$ cat config.mk
export PLATFORM = sky130hd
export DESIGN_NAME = sequenced_datapath
export DESIGN_NICKNAME = d
export VERILOG_FILES = /design/src/rtl/sequenced_datapath.sv
export SDC_FILE = /design/constraint.sdc
export NUM_CORES = 2
export LEC_CHECK = 0
export CAP_MARGIN = 40
export CORE_UTILIZATION = 51
export DETAILED_ROUTE_END_ITERATION = 12
export HOLD_SLACK_MARGIN = 0.02
export PLACE_DENSITY = 0.7
export SLEW_MARGIN = 20
export SYNTH_ARGS = -nofsm -noshare
export SYNTH_HDL_FRONTEND = slang
export SYNTH_SLANG_ARGS = --single-unit
$ cat constraint.sdc
create_clock -name Clock -period 22.6 [get_ports Clock]
set_clock_uncertainty 0.05 [all_clocks]
set_input_delay 3.39 -clock Clock [delete_from_list [all_inputs] [get_ports Clock]]
set_output_delay 3.39 -clock Clock [all_outputs]
set_load 0.01 [all_outputs]
$ cat src/rtl/sequenced_datapath.sv
// Sequenced single-bus datapath: a small register file, Y/Z/MDR/HI/LO
// registers and a five-state controller that runs one operation at a time
// through fetch-A (T1), fetch-B/execute (T2), writeback (T3) and DONE.
module sequenced_datapath #(
  parameter  int WIDTH = 32,
  parameter  int NREGS = 16,
  localparam int AW    = (NREGS > 1) ? $clog2(NREGS) : 1
) (
  input  logic             Clock,
  input  logic             Clear,
  input  logic             Start,
  input  logic [2:0]       Op,
  input  logic [AW-1:0]    Ra,
  input  logic [AW-1:0]    Rb,
  input  logic [AW-1:0]    Rd,
  input  logic [WIDTH-1:0] Mdatain,
  output logic             Busy,
  output logic             Done,
  input  logic [AW-1:0]    DbgAddr,
  output logic [WIDTH-1:0] DbgData,
  output logic [WIDTH-1:0] HIout,
  output logic [WIDTH-1:0] LOout
);

  typedef enum logic [2:0] {
    S_IDLE,
    S_T1,
    S_T2,
    S_T3,
    S_DONE
  } state_t;

  typedef enum logic [2:0] {
    OP_ADD  = 3'b000,
    OP_SUB  = 3'b001,
    OP_AND  = 3'b010,
    OP_OR   = 3'b011,
    OP_MUL  = 3'b100,
    OP_LOAD = 3'b101,
    OP_MOVE = 3'b110,
    OP_NOP  = 3'b111
  } op_t;

  // Controller and latched command
  state_t            state_q, state_d;
  op_t               op_q, op_d;
  logic [AW-1:0]     ra_q, ra_d;
  logic [AW-1:0]     rb_q, rb_d;
  logic [AW-1:0]     rd_q, rd_d;
  logic              busy_q, busy_d;
  logic              done_q, done_d;

  // Datapath registers
  logic [WIDTH-1:0]   y_q, y_d;
  logic [WIDTH-1:0]   mdr_q, mdr_d;
  logic [2*WIDTH-1:0] z_q, z_d;
  logic [WIDTH-1:0]   hi_q, hi_d;
  logic [WIDTH-1:0]   lo_q, lo_d;
  logic [WIDTH-1:0]   r_q [NREGS];
  logic [WIDTH-1:0]   r_d [NREGS];

  // Combinational helpers
  logic [WIDTH-1:0] src_a;
  logic [WIDTH-1:0] src_b;
  logic [WIDTH-1:0] bus;
  logic             rd_valid;

  // Register-file read ports; out-of-range indices read as zero
  always_comb begin
    src_a    = (int'(ra_q) < NREGS) ? r_q[ra_q] : '0;
    src_b    = (int'(rb_q) < NREGS) ? r_q[rb_q] : '0;
    rd_valid = (int'(rd_q) < NREGS);
    DbgData  = (int'(DbgAddr) < NREGS) ? r_q[DbgAddr] : '0;
  end

  // Single bus: one driver per state, idle-zero outside T1/T2
  always_comb begin
    // NOTE: every signal written in always_comb gets a default first so no
    // path leaves it unassigned and no latch is inferred.
    bus = '0;
    case (state_q)
      S_T1:    bus = (op_q == OP_LOAD) ? Mdatain : src_a;
      S_T2:    bus = src_b;
      default: bus = '0;
    endcase
  end

  // Next-state, execute and writeback logic for the whole sequence
  always_comb begin
    state_d = state_q;
    op_d    = op_q;
    ra_d    = ra_q;
    rb_d    = rb_q;
    rd_d    = rd_q;
    y_d     = y_q;
    mdr_d   = mdr_q;
    z_d     = z_q;
    hi_d    = hi_q;
    lo_d    = lo_q;
    r_d     = r_q;

    case (state_q)
      S_IDLE: begin
        if (Start) begin
          op_d    = op_t'(Op);
          ra_d    = Ra;
          rb_d    = Rb;
          rd_d    = Rd;
          state_d = S_T1;
        end
      end

      S_T1: begin
        if (op_q == OP_LOAD) begin
          mdr_d = bus;
        end else if (op_q != OP_NOP) begin
          y_d = bus;
        end
        state_d = (op_q == OP_LOAD || op_q == OP_NOP) ? S_T3 : S_T2;
      end

      S_T2: begin
        case (op_q)
          OP_ADD:  z_d = {{WIDTH{1'b0}}, y_q + bus};
          OP_SUB:  z_d = {{WIDTH{1'b0}}, y_q - bus};
          OP_AND:  z_d = {{WIDTH{1'b0}}, y_q & bus};
          OP_OR:   z_d = {{WIDTH{1'b0}}, y_q | bus};
          OP_MUL:  z_d = {{WIDTH{1'b0}}, y_q} * {{WIDTH{1'b0}}, bus};
          OP_MOVE: z_d = {{WIDTH{1'b0}}, y_q};
          default: z_d = z_q;
        endcase
        state_d = S_T3;
      end

      S_T3: begin
        case (op_q)
          OP_ADD, OP_SUB, OP_AND, OP_OR, OP_MOVE: begin
            if (rd_valid) r_d[rd_q] = z_q[WIDTH-1:0];
          end
          OP_MUL: begin
            hi_d = z_q[2*WIDTH-1:WIDTH];
            lo_d = z_q[WIDTH-1:0];
          end
          OP_LOAD: begin
            if (rd_valid) r_d[rd_q] = mdr_q;
          end
          default: ;
        endcase
        state_d = S_DONE;
      end

      S_DONE:  state_d = S_IDLE;
      default: state_d = S_IDLE;
    endcase

    // Status outputs are registered, so they follow the state being entered
    busy_d = (state_d != S_IDLE);
    done_d = (state_d == S_DONE);
  end

  // State registers with asynchronous clear
  always_ff @(posedge Clock or posedge Clear) begin
    // NOTE: sequential state uses non-blocking assignments so every flop
    // samples the pre-edge values, independent of statement order.
    if (Clear) begin
      state_q <= S_IDLE;
      op_q    <= OP_NOP;
      ra_q    <= '0;
      rb_q    <= '0;
      rd_q    <= '0;
      busy_q  <= 1'b0;
      done_q  <= 1'b0;
      y_q     <= '0;
      mdr_q   <= '0;
      z_q     <= '0;
      hi_q    <= '0;
      lo_q    <= '0;
      // NOTE: the register file is cleared on reset, so it is built from
      // flops rather than a RAM macro, which has no reset.
      for (int i = 0; i < NREGS; i++) begin
        r_q[i] <= '0;
      end
    end else begin
      state_q <= state_d;
      op_q    <= op_d;
      ra_q    <= ra_d;
      rb_q    <= rb_d;
      rd_q    <= rd_d;
      busy_q  <= busy_d;
      done_q  <= done_d;
      y_q     <= y_d;
      mdr_q   <= mdr_d;
      z_q     <= z_d;
      hi_q    <= hi_d;
      lo_q    <= lo_d;
      for (int i = 0; i < NREGS; i++) begin
        r_q[i] <= r_d[i];
      end
    end
  end

  assign Busy  = busy_q;
  assign Done  = done_q;
  assign HIout = hi_q;
  assign LOout = lo_q;

endmodule

==> summary.md <==
| Metric | Value |
|---|---|
| Post-layout util | `56.0%` |
| # hold bufs at CTS | `0` |
| Placed Cells | `9219` |
| Core area | `0.146 mm2` |
| Seq cells post-synth | `724` |
| GPL Wtd Cong | `0.989` |
| Relative slew margins | `approximately 33%` |
| Clock transition at the registers of the reported paths | `60 ps` |
| Synth top area cells | `dfrtp_1 24%, fa_1 24%, mux4_2 12%, nand2_1 5.4%, ha_1 4.9%` |
| Final setup violation count | `0` |
| Max frequency | `0.0810 GHz` |
| Outcome | `finished, final reports clean` |
| Register area share after synthesis | `24.1%` |
| Area grow syn2layout | `8.70%` |
| Minimum clock period | `12340 ps` |
| Clock Latency Late Sink | `approximately 700 ps` |
| Largest net degree at the start of global routing | `176` |
| RSZ-0062 raised after global routing | `false` |
| CTS tree | `done` |
| Synthesized Nets | `8745` |
| Gate Count Post-Synth | `approximately 7500` |
| Die X | `386 um` |
| Max-slew violation count | `0` |
| I/O Buffers | `151` |
| Initial antenna violation count | `11` |
| Yosys warning total | `0` |
| Synth Flop Type | `dfrtp_1` |
| Measured slew at the worst slew-check pin | `around 1000 ps` |
| Post-Syn Area per Cell | `10.0 um2` |
| TritonRoute pass-1 iters | `9` |
| Post-route ant nets | `0` |
| Io pins | `152` |
| Die Y | `386 um` |
| CTS Buf Count | `81` |
| Vias/cell | `6.28` |
| Clock sink total | `724` |
| Final Instance Count excl. Fillers | `~9400` |
| Residual DRC count | `0` |
| Vias post-DR | `58900` |
| Ratio of final minimum period to clock period | `54.6%` |
| Post-CTS sizing | `0` |
| Synth cell types | `104` |
| Most frequent cells in the layout | `1065 x nand2_1, 983 x inv_1, 897 x fa_1, 710 x dfrtp_1, 527 x o21ai_0` |
| Synth top area share | `24.0%` |
| Iter 0 DRT Violations | `6619` |
| Most common cell after layout, fill and taps aside | `nand2_1` |
| Final hold violations | `0` |
| Clk buf depth | `3` |
| Final TNS setup | `0 ps` |
| Data arrival, critical path | `12860 ps` |
| Fraction of registers with async set/reset | `100%` |
| GRT Util Overall | `33.8%` |
| Global route overflow | `0` |
| H-Tree Depth | `3` |
| Mapped cell area | `0.0751 mm2` |
| Worst Path Required | `23120 ps` |
| Vias in the first global route | `about 60000` |
| DR WL/cell | `26.0 um` |
| Root buf cell | `clkbuf_16` |
| Worst setup EP type | `flop` |
| Post-CTS setup repair buffer count | `0` |
| Critical Path Source Type | `input port` |
| Fin nets | `8642` |
| Die area | `0.149 mm2` |
| Global-route wire length before repair | `374000 um` |
| Dpl hpwl | `168000 um` |
| Starting Density | `about half` |
| Hold slack | `about 420 ps` |
| Crit Path Category | `input port to flop` |
| Max cap viols | `0` |
| Synth area leader | `dfrtp_1` |
| EDFF count, synth | `0` |
| Fraction of layout cells with a size suffix above 1 | `around an eighth` |
| Max FO, Critical Path | `37` |
| Detailed Route WL | `~240000 um` |
| Number of cell rows | `140` |
| HP Class | `flop to flop` |
-- kinds of logic (layout without fill, tap and decap cells) --
logic type,after synthesis,after routing,share of synthesized area [%]
and+or+nand+nor,2155,2155,13.6
adders and majority gates,1196,1196,28.9
DFF,724,724,24.1
xor gates and xnor gates,112,112,1.31
buffers and inverters,1531,1492,8.16
muxes,615,615,14.9
other,0,4,0
AOI/OAI and AO/OA,1164,1164,9.04
-- per-stage QoR --
stage,setup slack (ps),area (um2)
after floorplan,9240,75100
after global placement,9850,78000
after detailed placement,9770,78800
after CTS,10460,81500
after global routing,9970,81600
final,10260,81700
-- flip-flops by register name, indices dropped and copies added, names as in the netlist --
name / flops
Busy: 1
Done: 1
HIout: 32
LOout: 32
mdr_q: 32
op_q: 3
r_q: 512
ra_q: 4
rb_q: 4
rd_q: 4
state_q: 3
y_q: 32
z_q: 64
-- per-layer routing --
| metal | vias to the layer above | wire length (um) | GRT usage, % |
|---|---|---|---|
| met5 | - | 80 | 0 |
| met1 | 29900 | 89200 | 44.0 |
| met2 | 3771 | 108000 | 50.7 |
| met3 | 837 | 31400 | 9.61 |
| met4 | 10 | 15500 | 19.1 |
| li1 | 24400 | - | - |
-- path summary, 6_finish.rpt --
kind	slack (ps)	endpoint	startpoint	cells after the start
max	10260	z_q[63]	Mdatain[16]	28
min	420	z_q[32]	z_q[32]	2
max reg2reg	10330	z_q[63]	ra_q[0]	30
min reg2reg	420	z_q[32]	z_q[32]	2
max in group asynchronous	15870	rb_q[0]	Clear	8
min in group asynchronous	3250	LOout[22]	Clear	3
-- Yosys cell counts, drive strengths merged, types with 6 or more instances --
library cell  count
a211oi           24
o31ai            12
clkbuf          442
xnor2            65
o21bai           16
fa              897
and2            405
nand4            33
buf             100
nand3            52
a221oi           15
o22ai            16
o21a             11
a22oi            44
dfrtp           721
or2               9
o21ai           532
xor2             47
inv             985
o2111ai           6
a31oi            22
nor3b             6
mux4            393
a22o             18
mux2             98
and3             16
ha              297
nor2            279
nor2b           164
a21oi           312
a32o              6
a21o             51
o211ai           17
nand2b           52
mux2i           124
or4               7
nand2          1076
a31o              6
a221o             6
nor3             23
-- cell type report --
class / count / area (um2)
diodes: 4 / 10.0
clock buffers: 119 / 2330
clock inverters: 28 / 385
fillers: 12400 / 64300
inverters: 989 / 3720
multi-input cells: 5242 / 51100
flip-flops and latches: 724 / 18100
well taps: 1917 / 2400
repair buffers: 356 / 3550
-- worst max-delay path, stage by stage --
cell             delay, ps
clkdlybuf4s50_1        530
o22ai_1                100
or4_1                  540
nand4_4                110
buf_4                  540
nand2_1                170
fa_1                   510
inv_1                   50
fa_1                   490
inv_1                   50
fa_1                   470
fa_1                   510
inv_1                   60
fa_1                   550
fa_1                   430
fa_1                   510
fa_1                   460
ha_1                   460
nand3_1                320
or3_1                  480
or2_2                  300
o21bai_1               120
buf_4                  200
a211o_1                150
nand3_1                160
o311ai_0               740
a311o_1                290
o211ai_1                90
Power is not shown: default switching activity piles up to over one toggle a cycle in this logic, so the estimate is an artifact.
